[config.mk]
export PLATFORM = sky130hd
export DESIGN_NAME = pipeline_hazard_ctrl_flat
export DESIGN_NICKNAME = d
export VERILOG_FILES = /design/src/rtl/pipeline_hazard_ctrl_if.sv /design/src/rtl/pipeline_hazard_ctrl.sv /design/src/flat_wrapper.sv
export SDC_FILE = /design/constraint.sdc
export NUM_CORES = 1
export LEC_CHECK = 0
export BUFFER_PORTS_ARGS = -buffer_cell sky130_fd_sc_hd__buf_2
export CORE_UTILIZATION = 40
export CTS_BUF_LIST = sky130_fd_sc_hd__clkbuf_8 sky130_fd_sc_hd__clkbuf_16
export DETAILED_ROUTE_END_ITERATION = 6
export GPL_ROUTABILITY_DRIVEN = 0
export PLACE_DENSITY_LB_ADDON = 0.05
export SLEW_MARGIN = 20
export SYNTH_ARGS = -nofsm -noshare
export SYNTH_HDL_FRONTEND = slang
export SYNTH_SLANG_ARGS = --single-unit
[constraint.sdc]
create_clock -name clk -period 3.15 [get_ports clk]
set_clock_uncertainty 0.1 [all_clocks]
set_input_delay 0.4725 -clock clk [delete_from_list [all_inputs] [get_ports clk]]
set_output_delay 0.4725 -clock clk [all_outputs]
set_load 0.005 [all_outputs]
[src/rtl/pipeline_hazard_ctrl_if.sv]
// pipeline_hazard_ctrl_if: pipeline control bits in, stall/flush/forward controls out.
interface pipeline_hazard_ctrl_if #(
    parameter int REG_ADDR_WIDTH = 5,
    parameter int CNT_WIDTH      = 32
);
    logic                      id_valid;
    logic [REG_ADDR_WIDTH-1:0] id_rs1_addr;
    logic [REG_ADDR_WIDTH-1:0] id_rs2_addr;
    logic                      id_rs1_used;
    logic                      id_rs2_used;
    logic                      ex_valid;
    logic [REG_ADDR_WIDTH-1:0] ex_rs1_addr;
    logic [REG_ADDR_WIDTH-1:0] ex_rs2_addr;
    logic [REG_ADDR_WIDTH-1:0] ex_rd_addr;
    logic                      ex_wb_en;
    logic                      ex_is_load;
    logic                      ex_redirect;
    logic                      mem_valid;
    logic                      mem_wb_en;
    logic                      mem_is_load;
    logic [REG_ADDR_WIDTH-1:0] mem_rd_addr;
    logic                      mem_req;
    logic                      mem_ack;
    logic                      wb_valid;
    logic                      wb_wb_en;
    logic [REG_ADDR_WIDTH-1:0] wb_rd_addr;
    logic                      stall_if;
    logic                      stall_id;
    logic                      stall_ex;
    logic                      stall_mem;
    logic                      bubble_ex;
    logic                      bubble_wb;
    logic                      flush_if;
    logic                      flush_id;
    logic [1:0]                fwd_rs1_sel;
    logic [1:0]                fwd_rs2_sel;
    logic                      mem_fault;
    logic [CNT_WIDTH-1:0]      stall_cycles;

    modport master (
        output id_valid, id_rs1_addr, id_rs2_addr, id_rs1_used, id_rs2_used,
               ex_valid, ex_rs1_addr, ex_rs2_addr, ex_rd_addr, ex_wb_en, ex_is_load, ex_redirect,
               mem_valid, mem_wb_en, mem_is_load, mem_rd_addr, mem_req, mem_ack,
               wb_valid, wb_wb_en, wb_rd_addr,
        input  stall_if, stall_id, stall_ex, stall_mem, bubble_ex, bubble_wb,
               flush_if, flush_id, fwd_rs1_sel, fwd_rs2_sel, mem_fault, stall_cycles
    );

    modport slave (
        input  id_valid, id_rs1_addr, id_rs2_addr, id_rs1_used, id_rs2_used,
               ex_valid, ex_rs1_addr, ex_rs2_addr, ex_rd_addr, ex_wb_en, ex_is_load, ex_redirect,
               mem_valid, mem_wb_en, mem_is_load, mem_rd_addr, mem_req, mem_ack,
               wb_valid, wb_wb_en, wb_rd_addr,
        output stall_if, stall_id, stall_ex, stall_mem, bubble_ex, bubble_wb,
               flush_if, flush_id, fwd_rs1_sel, fwd_rs2_sel, mem_fault, stall_cycles
    );
endinterface

[src/rtl/pipeline_hazard_ctrl.sv]
// pipeline_hazard_ctrl: 5-stage pipe hazard detection, forwarding and memory/redirect sequencing.
module pipeline_hazard_ctrl #(
    parameter int REG_ADDR_WIDTH  = 5,
    parameter int REDIRECT_CYCLES = 1,
    parameter int MEM_TIMEOUT     = 256,
    parameter int CNT_WIDTH       = 32
) (
    input logic                  clk,
    input logic                  rst,
    pipeline_hazard_ctrl_if.slave bus
);
    localparam int TW = $clog2(MEM_TIMEOUT);

    typedef enum logic [1:0] {RUN, MEM_WAIT, REDIRECT} state_e;

    state_e               state_q, state_d;
    logic [3:0]           rcnt_q, rcnt_d;
    logic [TW-1:0]        tmo_q, tmo_d;
    logic [CNT_WIDTH-1:0] stall_cycles_q;

    logic mem_fwd_ok, wb_fwd_ok;
    logic in_wait, tmo_hit, mem_start, mem_stall, fault;
    logic redirect_take, load_use, lu_stall;

    assign mem_fwd_ok = bus.mem_valid && bus.mem_wb_en && !bus.mem_is_load && bus.mem_rd_addr != '0;
    assign wb_fwd_ok  = bus.wb_valid && bus.wb_wb_en && bus.wb_rd_addr != '0;

    // A load result only exists after MEM, so only WB may forward it
    assign bus.fwd_rs1_sel = rst ? 2'b00
                           : (mem_fwd_ok && bus.mem_rd_addr == bus.ex_rs1_addr) ? 2'b01
                           : (wb_fwd_ok && bus.wb_rd_addr == bus.ex_rs1_addr)   ? 2'b10 : 2'b00;
    assign bus.fwd_rs2_sel = rst ? 2'b00
                           : (mem_fwd_ok && bus.mem_rd_addr == bus.ex_rs2_addr) ? 2'b01
                           : (wb_fwd_ok && bus.wb_rd_addr == bus.ex_rs2_addr)   ? 2'b10 : 2'b00;

    assign in_wait   = state_q == MEM_WAIT;
    assign tmo_hit   = tmo_q == TW'(MEM_TIMEOUT - 1);
    assign mem_start = !in_wait && bus.mem_valid && bus.mem_req && !bus.mem_ack;
    assign mem_stall = mem_start || (in_wait && !bus.mem_ack && !tmo_hit);
    assign fault     = in_wait && !bus.mem_ack && tmo_hit;

    // EX is frozen under a memory stall, so the redirect is re-presented on release
    assign redirect_take = bus.ex_valid && bus.ex_redirect && !mem_stall;

    assign load_use = bus.ex_valid && bus.ex_is_load && bus.ex_wb_en && bus.ex_rd_addr != '0 &&
                      bus.id_valid &&
                      ((bus.id_rs1_used && bus.id_rs1_addr == bus.ex_rd_addr) ||
                       (bus.id_rs2_used && bus.id_rs2_addr == bus.ex_rd_addr));
    assign lu_stall = load_use && !mem_stall && !redirect_take;

    assign bus.stall_if     = !rst && (mem_stall || lu_stall);
    assign bus.stall_id     = !rst && (mem_stall || lu_stall);
    assign bus.stall_ex     = !rst && mem_stall;
    assign bus.stall_mem    = !rst && mem_stall;
    assign bus.bubble_ex    = !rst && lu_stall;
    assign bus.bubble_wb    = !rst && (mem_stall || fault);
    assign bus.mem_fault    = !rst && fault;
    assign bus.flush_id     = rst || redirect_take;
    assign bus.flush_if     = rst || redirect_take || rcnt_q != '0;
    assign bus.stall_cycles = stall_cycles_q;

    // Redirect drain counter keeps running even if a memory stall interrupts it
    always_comb begin
        rcnt_d  = redirect_take ? 4'(REDIRECT_CYCLES) : (rcnt_q != '0) ? rcnt_q - 4'd1 : 4'd0;
        tmo_d   = mem_start ? '0 : in_wait ? tmo_q + TW'(1) : tmo_q;
        state_d = mem_start                                    ? MEM_WAIT
                : (in_wait && !bus.mem_ack && !tmo_hit)        ? MEM_WAIT
                : (rcnt_d != '0)                               ? REDIRECT : RUN;
    end

    always_ff @(posedge clk) begin
        if (rst) begin
            state_q        <= RUN;
            rcnt_q         <= '0;
            tmo_q          <= '0;
            stall_cycles_q <= '0;
        end else begin
            state_q        <= state_d;
            rcnt_q         <= rcnt_d;
            tmo_q          <= tmo_d;
            stall_cycles_q <= stall_cycles_q + CNT_WIDTH'(bus.stall_if);
        end
    end
endmodule

[src/flat_wrapper.sv]
// flat-port wrapper written by rule: the top's interface ports become plain ports
module pipeline_hazard_ctrl_flat 
#(
    parameter int REG_ADDR_WIDTH  = 5,
    parameter int REDIRECT_CYCLES = 1,
    parameter int MEM_TIMEOUT     = 256,
    parameter int CNT_WIDTH       = 32
)
  (clk, rst, bus_id_valid, bus_id_rs1_addr, bus_id_rs2_addr, bus_id_rs1_used, bus_id_rs2_used, bus_ex_valid, bus_ex_rs1_addr, bus_ex_rs2_addr, bus_ex_rd_addr, bus_ex_wb_en, bus_ex_is_load, bus_ex_redirect, bus_mem_valid, bus_mem_wb_en, bus_mem_is_load, bus_mem_rd_addr, bus_mem_req, bus_mem_ack, bus_wb_valid, bus_wb_wb_en, bus_wb_rd_addr, bus_stall_if, bus_stall_id, bus_stall_ex, bus_stall_mem, bus_bubble_ex, bus_bubble_wb, bus_flush_if, bus_flush_id, bus_fwd_rs1_sel, bus_fwd_rs2_sel, bus_mem_fault, bus_stall_cycles);
  pipeline_hazard_ctrl_if #(.REG_ADDR_WIDTH(REG_ADDR_WIDTH), .CNT_WIDTH(CNT_WIDTH)) bus_i ();
  input logic clk;
  input logic rst;
  input wire logic [$bits(bus_i.id_valid)-1:0] bus_id_valid;
  input wire logic [$bits(bus_i.id_rs1_addr)-1:0] bus_id_rs1_addr;
  input wire logic [$bits(bus_i.id_rs2_addr)-1:0] bus_id_rs2_addr;
  input wire logic [$bits(bus_i.id_rs1_used)-1:0] bus_id_rs1_used;
  input wire logic [$bits(bus_i.id_rs2_used)-1:0] bus_id_rs2_used;
  input wire logic [$bits(bus_i.ex_valid)-1:0] bus_ex_valid;
  input wire logic [$bits(bus_i.ex_rs1_addr)-1:0] bus_ex_rs1_addr;
  input wire logic [$bits(bus_i.ex_rs2_addr)-1:0] bus_ex_rs2_addr;
  input wire logic [$bits(bus_i.ex_rd_addr)-1:0] bus_ex_rd_addr;
  input wire logic [$bits(bus_i.ex_wb_en)-1:0] bus_ex_wb_en;
  input wire logic [$bits(bus_i.ex_is_load)-1:0] bus_ex_is_load;
  input wire logic [$bits(bus_i.ex_redirect)-1:0] bus_ex_redirect;
  input wire logic [$bits(bus_i.mem_valid)-1:0] bus_mem_valid;
  input wire logic [$bits(bus_i.mem_wb_en)-1:0] bus_mem_wb_en;
  input wire logic [$bits(bus_i.mem_is_load)-1:0] bus_mem_is_load;
  input wire logic [$bits(bus_i.mem_rd_addr)-1:0] bus_mem_rd_addr;
  input wire logic [$bits(bus_i.mem_req)-1:0] bus_mem_req;
  input wire logic [$bits(bus_i.mem_ack)-1:0] bus_mem_ack;
  input wire logic [$bits(bus_i.wb_valid)-1:0] bus_wb_valid;
  input wire logic [$bits(bus_i.wb_wb_en)-1:0] bus_wb_wb_en;
  input wire logic [$bits(bus_i.wb_rd_addr)-1:0] bus_wb_rd_addr;
  output wire logic [$bits(bus_i.stall_if)-1:0] bus_stall_if;
  output wire logic [$bits(bus_i.stall_id)-1:0] bus_stall_id;
  output wire logic [$bits(bus_i.stall_ex)-1:0] bus_stall_ex;
  output wire logic [$bits(bus_i.stall_mem)-1:0] bus_stall_mem;
  output wire logic [$bits(bus_i.bubble_ex)-1:0] bus_bubble_ex;
  output wire logic [$bits(bus_i.bubble_wb)-1:0] bus_bubble_wb;
  output wire logic [$bits(bus_i.flush_if)-1:0] bus_flush_if;
  output wire logic [$bits(bus_i.flush_id)-1:0] bus_flush_id;
  output wire logic [$bits(bus_i.fwd_rs1_sel)-1:0] bus_fwd_rs1_sel;
  output wire logic [$bits(bus_i.fwd_rs2_sel)-1:0] bus_fwd_rs2_sel;
  output wire logic [$bits(bus_i.mem_fault)-1:0] bus_mem_fault;
  output wire logic [$bits(bus_i.stall_cycles)-1:0] bus_stall_cycles;
  assign bus_i.id_valid = bus_id_valid;
  assign bus_i.id_rs1_addr = bus_id_rs1_addr;
  assign bus_i.id_rs2_addr = bus_id_rs2_addr;
  assign bus_i.id_rs1_used = bus_id_rs1_used;
  assign bus_i.id_rs2_used = bus_id_rs2_used;
  assign bus_i.ex_valid = bus_ex_valid;
  assign bus_i.ex_rs1_addr = bus_ex_rs1_addr;
  assign bus_i.ex_rs2_addr = bus_ex_rs2_addr;
  assign bus_i.ex_rd_addr = bus_ex_rd_addr;
  assign bus_i.ex_wb_en = bus_ex_wb_en;
  assign bus_i.ex_is_load = bus_ex_is_load;
  assign bus_i.ex_redirect = bus_ex_redirect;
  assign bus_i.mem_valid = bus_mem_valid;
  assign bus_i.mem_wb_en = bus_mem_wb_en;
  assign bus_i.mem_is_load = bus_mem_is_load;
  assign bus_i.mem_rd_addr = bus_mem_rd_addr;
  assign bus_i.mem_req = bus_mem_req;
  assign bus_i.mem_ack = bus_mem_ack;
  assign bus_i.wb_valid = bus_wb_valid;
  assign bus_i.wb_wb_en = bus_wb_wb_en;
  assign bus_i.wb_rd_addr = bus_wb_rd_addr;
  assign bus_stall_if = bus_i.stall_if;
  assign bus_stall_id = bus_i.stall_id;
  assign bus_stall_ex = bus_i.stall_ex;
  assign bus_stall_mem = bus_i.stall_mem;
  assign bus_bubble_ex = bus_i.bubble_ex;
  assign bus_bubble_wb = bus_i.bubble_wb;
  assign bus_flush_if = bus_i.flush_if;
  assign bus_flush_id = bus_i.flush_id;
  assign bus_fwd_rs1_sel = bus_i.fwd_rs1_sel;
  assign bus_fwd_rs2_sel = bus_i.fwd_rs2_sel;
  assign bus_mem_fault = bus_i.mem_fault;
  assign bus_stall_cycles = bus_i.stall_cycles;
  pipeline_hazard_ctrl #(.REG_ADDR_WIDTH(REG_ADDR_WIDTH), .REDIRECT_CYCLES(REDIRECT_CYCLES), .MEM_TIMEOUT(MEM_TIMEOUT), .CNT_WIDTH(CNT_WIDTH)) u_core (.clk(clk), .rst(rst), .bus(bus_i));
endmodule
==> out/results.ini, run 1 <==
[routing]
ant_nets=0
drt_iter0_markers=117
wl_per_cell_um=13.0
drt_first_pass_iters=6
vias_per_cell=5.34
routed_wl_um=6640
vias=2738
drc=3

[yosys]
async_flop_share_pct=0
synth_area_um2=2680
yosysWarnings=0
synth_area_leaders=dfxtp_1 (34%), xnor2_1 (10%), a21oi_1 (5.0%), or4_1 (5.0%), xor2_1 (4.6%)
ys_seq_area_share_pct=34.3
synth_top_area_share_pct=34.3
yosysTopAreaCell=dfxtp_1
avgSynthCellArea_um2=8.23
ys_types=40
synth-main-ff-cell=dfxtp_1
synth_edf_count=0
ys_ff_latch=46
synth_nets=382
yosysMostFrequentCell=dfxtp_1
synth_common_cells=dfxtp_1 (46), xnor2_1 (31), a21oi_1 (27)
netlist_instances=326

[clock_network]
cts_buffers=5
cts.sinks=46
cts.clk_slew.worst_paths_ns=0.09
cts_max_path_buffers=2
cts_root_buffer=clkbuf_8
cts_tree=done
htreeDepth=2
clock_latency_ns=0.31

[placed_design]
dp_slack_ns=-0.0631
io_buffers=95
hpwl_um=4890
placed_area_um2=3310

[global_route]
grt_pass1_vias=2520
grt_max_degree=43
grt_pass1_wl_um=10900
antenna_found_initial=0
overflow=0
grt_use_total_pct=18.8

[cells_and_area]
syn2layout_area_growth_pct=30.9
final_util_pct=54.7
drive_gt1_share_pct=33.0
n_antenna_cell=0
fin_area_um2=3510
fill_cells=654
nets=491

[floorplanning]
rows=29
core_area_um2=6420
dieHeight_um=83.9
ios=96
chipWidth_um=83.9
start_util_pct=41.8
design.die.area_um2=7040

[worst_setup_path]
critPathCaptureType=flip-flop
cp-start-kind=flip-flop
startpoint=u_core.tmo_q[1]
r2r_cells=13
crit_fanout=8
r2r-start=u_core.tmo_q[1]
crit_required_ns=3.29
path_class=reg -> reg
r2r_slack_ns=0.07
worstPathArrival_ns=3.21

[sta]
maxSlewViolCount=0
setup_ws_ns=0.0745
slew_headroom_pct=67.5
post-route-min-period_ns=3.08
tightestPinTransition_ns=0.487
finalHoldViolCount=0
holdWs_ns=0.342
clock.fmax_ghz=0.325
setup_viol=0
period_share_pct=97.6

[power_and_ir_drop]
peakVddDrop_mv=0.162
p_comb_share_pct=24.6
power_frac_clock_pct=27.4
power.density_nw_per_um2=378
netSwitchingFraction_pct=30.1
power_leakage_uw=0.00143
p_seq_share_pct=48.1
p_int_uw=927
total_power_uw=1330
p_sw_uw=398

[outcome]
status=complete, but fails checks
failed_checks=design-rule violations

[run]
max_cap_viol_count=0

[min_path]
hp-class=in -> reg
hold_depth=3
worstHoldStart=bus_ex_valid

worst max-delay path, stage by stage (launching register included):
cell	delay, ns
dfxtp_2	0.35
ha_2	0.17
and3_4	0.20
a211o_1	0.16
buf_4	0.12
and2_4	0.14
a31o_4	0.15
ha_4	0.13
ha_2	0.17
nand2_1	0.07
or4_4	0.45
buf_6	0.16
or4_1	0.48
a21oi_1	0.15
sequential cells by signal, summed over array words and instances, names as in the netlist:
name	count
u_core.tmo_q	8
u_core.bus.stall_cycles	32
u_core.state_q	2
u_core.rcnt_q	4
worst paths after layout:
path,endpoint
worst max register to register,u_core.bus.stall_cycles[28]
worst min register to register,u_core.bus.stall_cycles[28]
worst max-delay path,u_core.bus.stall_cycles[28]
worst min-delay path,u_core.rcnt_q[0]
final cells by class:
class	instances	area [µm²]	share of cell area, %
clock buffers	5	68.8	1.96
clock inverters	3	17.5	0.499
inverters	7	26.3	0.748
multi-input cells	254	1710	48.6
flip-flops and latches	46	922	26.3
well taps	77	96.3	2.74
repair buffers	121	674	19.2
layer usage:
metal	GRT usage [%]	vias to the layer above	share of wire, %	routed length (µm)
li1	-	1404	-	-
met1	22.9	1252	48	3160
met2	32.5	72	46	3030
met3	4.25	10	5.4	360
met4	6.74	0	1.5	99
met5	0	-	0	0
repair_timing:
| item | CTS | global route |
|---|---|---|
| setup endpoints to repair | 6 | 15 |
| buffers inserted | 4 | 2 |
| gates resized for setup | 6 | 9 |
| cloned | 1 | 0 |
| hold buffers | 0 | 0 |
| pin swaps | 2 | 4 |
cells by family after synthesis:
kind of cell    share of synthesized area [%]
fa+ha+maj                                2.33
mux                                      1.21
simple gates                             29.5
flops                                    34.3
xor+xnor                                 14.7
compound gates                           13.3
buf+inv                                  4.57
stage by stage:
step / std cells / setup TNS (ns)
after global routing: 513 / -0.0131
after detailed placement: 498 / -0.321
after global placement: 498 / 0
after CTS: 511 / 0
final: 513 / 0
after floorplan: 326 / 0
placed cells by master (no fill, tap or decap), drive strengths merged, types with 2 or more instances in the layout:
master / synthesis / routed
or4: 18 / 18
o31ai: 13 / 13
nand3: 15 / 15
nand2: 21 / 21
and2: 2 / 2
nand2b: 3 / 3
and4: 5 / 5
nor4: 7 / 7
a21oi: 27 / 27
mux2: 2 / 2
dfxtp: 46 / 46
nand4: 13 / 13
o21ai: 10 / 10
xnor2: 31 / 31
or3: 12 / 12
clkbuf: 13 / 5
buf: 6 / 121
nor2b: 8 / 8
inv: 7 / 8
nor2: 22 / 22
ha: 5 / 5
and3: 4 / 4
nor3: 10 / 10
clkinv: 0 / 2
xor2: 14 / 14
power groups by stage:
stage               Sequential (µW)  Combinational [µW]  Clock (µW)
floorplan                       644                 214           0
CTS                             636                 325         377
global placement                650                 316           0
finish                          637                 325         363
global route                    642                 372         398
detailed placement              649                 320           0
Power figures use the tool's default switching activity.
==> run 2, diff against run 1 <==
--- a/config.mk
+++ b/config.mk
@@ -10,7 +10,9 @@
 export CTS_BUF_LIST = sky130_fd_sc_hd__clkbuf_8 sky130_fd_sc_hd__clkbuf_16
 export DETAILED_ROUTE_END_ITERATION = 6
 export GPL_ROUTABILITY_DRIVEN = 0
+export GPL_TIMING_DRIVEN = 0
 export PLACE_DENSITY_LB_ADDON = 0.05
+export RECOVER_POWER = 50
 export SLEW_MARGIN = 20
 export SYNTH_ARGS = -nofsm -noshare
 export SYNTH_HDL_FRONTEND = slang
==> constraint.sdc (replaced) <==
create_clock -name clk -period 3.15 [get_ports clk]
set_clock_uncertainty 0.1 [all_clocks]
set_input_delay 0.4725 -clock clk [delete_from_list [all_inputs] [get_ports clk]]
set_output_delay 0.4725 -clock clk [all_outputs]
set_load 0.1 [all_outputs]
==> run 2 against run 1 <==
  * The run still ends with design-rule violations left
  * Clock power increased by 3%
  * Via count about the same
  * First-iteration DRC count grew 10%
  * Critical path depth down 2
  * Critical path type unchanged
  * Largest power group unchanged
==> out/results.ini, run 2 (synthesis gave the netlist of run 1 again) <==
[floorplanning]
chipWidth_um=83.9  ; unchanged
core_area_um2=6420  ; unchanged
dieHeight_um=83.9  ; unchanged
rows=29  ; unchanged
ios=96  ; unchanged
start_util_pct=41.8  ; unchanged
design.die.area_um2=7040  ; unchanged

[placed_design]
io_buffers=94  ; -1.1%
place_inst=497  ; -0.20%
hpwl_um=5050  ; +3.2%

[sta]
period_share_pct=96.4  ; -1.2 points
rsz0062_at_grt=yes
setup_viol=0  ; unchanged
maxSlewViolCount=0  ; unchanged
holdWs_ns=0.361  ; +0.0194 ns
slew_headroom_pct=19.8  ; -48 points
finalHoldViolCount=0  ; unchanged
post-route-min-period_ns=3.04  ; -0.0383 ns
tightestPinTransition_ns=1.21  ; +0.722 ns
clock.fmax_ghz=0.329  ; +1.3%

[cells_and_area]
n_antenna_cell=0  ; unchanged
fill_cells=651  ; -0.46%
drive_gt1_share_pct=24.2  ; -8.8 points
syn2layout_area_growth_pct=29.7
final_util_pct=54.2  ; -0.49 points
final_common_cell=buf_2
fin_cells=507  ; -1.2%
nets=485  ; -1.2%
largest_register_ffs=32  ; unchanged
mostFrequentLayoutCells=buf_2 (65), dfxtp_1 (44), clkbuf_1 (41), xnor2_1 (30), a21oi_1 (26)

[routing]
drt_iter0_markers=129  ; +10%
vias_per_cell=5.40  ; +1.1%
vias=2736  ; -0.073%
drt_first_pass_iters=6  ; unchanged
ant_nets=0  ; unchanged
wl_per_cell_um=13.4  ; +3.3%
drc=6  ; +3
routed_wl_um=6780  ; +2.1%

[worst_setup_path]
crit_fanout=9  ; +1
worstPathArrival_ns=3.13  ; -0.08 ns
r2r_cells=11  ; -2
startpoint=u_core.tmo_q[0]
setup.worst_path.end=u_core.bus.stall_cycles[30]
reg2reg_to=u_core.bus.stall_cycles[30]
path_class=reg -> reg
r2r_slack_ns=0.11  ; +0.04 ns
r2r-start=u_core.tmo_q[0]
cp-start-kind=flip-flop
critPathCaptureType=flip-flop
crit_required_ns=3.24  ; -0.05 ns

[clock_network]
cts.clk_slew.worst_paths_ns=0.09  ; about the same
clock_latency_ns=0.30  ; about the same
cts_tree=done
cts_root_buffer=clkbuf_8
htreeDepth=2  ; unchanged
cts_max_path_buffers=2  ; unchanged
cts.sinks=46  ; unchanged
cts_buffers=5  ; unchanged
holdBufCountCts=0  ; unchanged

[global_route]
antenna_found_initial=0  ; unchanged
overflow=0  ; unchanged
grt_pass1_wl_um=11500  ; +5.2%
grt_pass1_vias=2582  ; +2.5%
grt_max_degree=17  ; -60%
grt_use_total_pct=19.8  ; +0.97 points

[outcome]
status=complete, but fails checks
failed_checks=design-rule violations

[power_and_ir_drop]
power_leakage_uw=0.00125  ; -13%
power.density_nw_per_um2=406  ; +7.6%
peakVddDrop_mv=0.182  ; +13%

[min_path]
hold_depth=3  ; unchanged
hp-class=in -> reg

[run]
max_cap_viol_count=0  ; unchanged

run 2: worst min path at each step:
stage	startpoint	end	slack (ns)
3_3_place_gp	u_core.tmo_q[1]	u_core.tmo_q[1]	0.38
2_1_floorplan	u_core.tmo_q[1]	u_core.tmo_q[1]	0.37
4_1_cts	bus_ex_valid	u_core.rcnt_q[0]	0.35
3_5_place_dp	u_core.tmo_q[1]	u_core.tmo_q[1]	0.39
5_1_grt	bus_ex_valid	u_core.rcnt_q[0]	0.38
6_report	bus_ex_valid	u_core.rcnt_q[0]	0.36
run 2: power by group:
part	total, µW	internal [µW]	leakage [µW]	switching [µW]
Clock	375	159	0.0000408	216
Sequential	637	612	0.000373	25.6
Combinational	401	160	0.000831	241
Total	1410	930	0.00125	483
run 2: final cells by class:
cell class,instances,area [µm²],area share [%]
multi-input combinational,254,1790,51.3
sequential,46,926,26.6
timing repair buffer,98,464,13.3
tap,77,96.3,2.77
buffer,17,87.6,2.52
clock buffer,5,68.8,1.98
inverter,7,26.3,0.755
clock inverter,3,23.8,0.683
run 2: per-layer routing:
layer | vias to the layer above | share of wire [%] | global-route usage, % | wire (µm)
met5 | - | 0 | 0 | 0
met4 | 0 | 1.4 | 5.64 | 98
met3 | 9 | 5.0 | 4.06 | 337
met2 | 79 | 46 | 33.6 | 3110
met1 | 1253 | 48 | 25.3 | 3240
li1 | 1395 | - | - | -
run 2: through the flow:
step	setup WS (ns)	total power, µW	cell area, µm²	setup TNS [ns]
after global placement	-0.129	1040	3390	-0.392
after detailed placement	-0.152	1040	3390	-0.666
after floorplan	-0.747	944	2820	-12.08
final	0.113	1410	3480	0
after global routing	-0.0221	1490	3480	-0.0431
after CTS	0.112	1430	3510	0
run 2: critical path, stage by stage, from the launching register on:
cell,delay [ns]
dfxtp_4,0.37
ha_4,0.17
and3_4,0.17
a211o_4,0.35
a21oi_4,0.16
a31o_4,0.13
ha_4,0.14
ha_4,0.14
nand2_2,0.08
or4_4,0.51
nor4_4,0.25
mux2_1,0.34
run 2: timing repair:
action                                  in CTS  in global routing
pin swaps                                    4                  0
buffers inserted                             4                  0
endpoints found under the setup margin       9                  2
resized for setup                            4                  1
endpoints found under the hold margin        0                  0
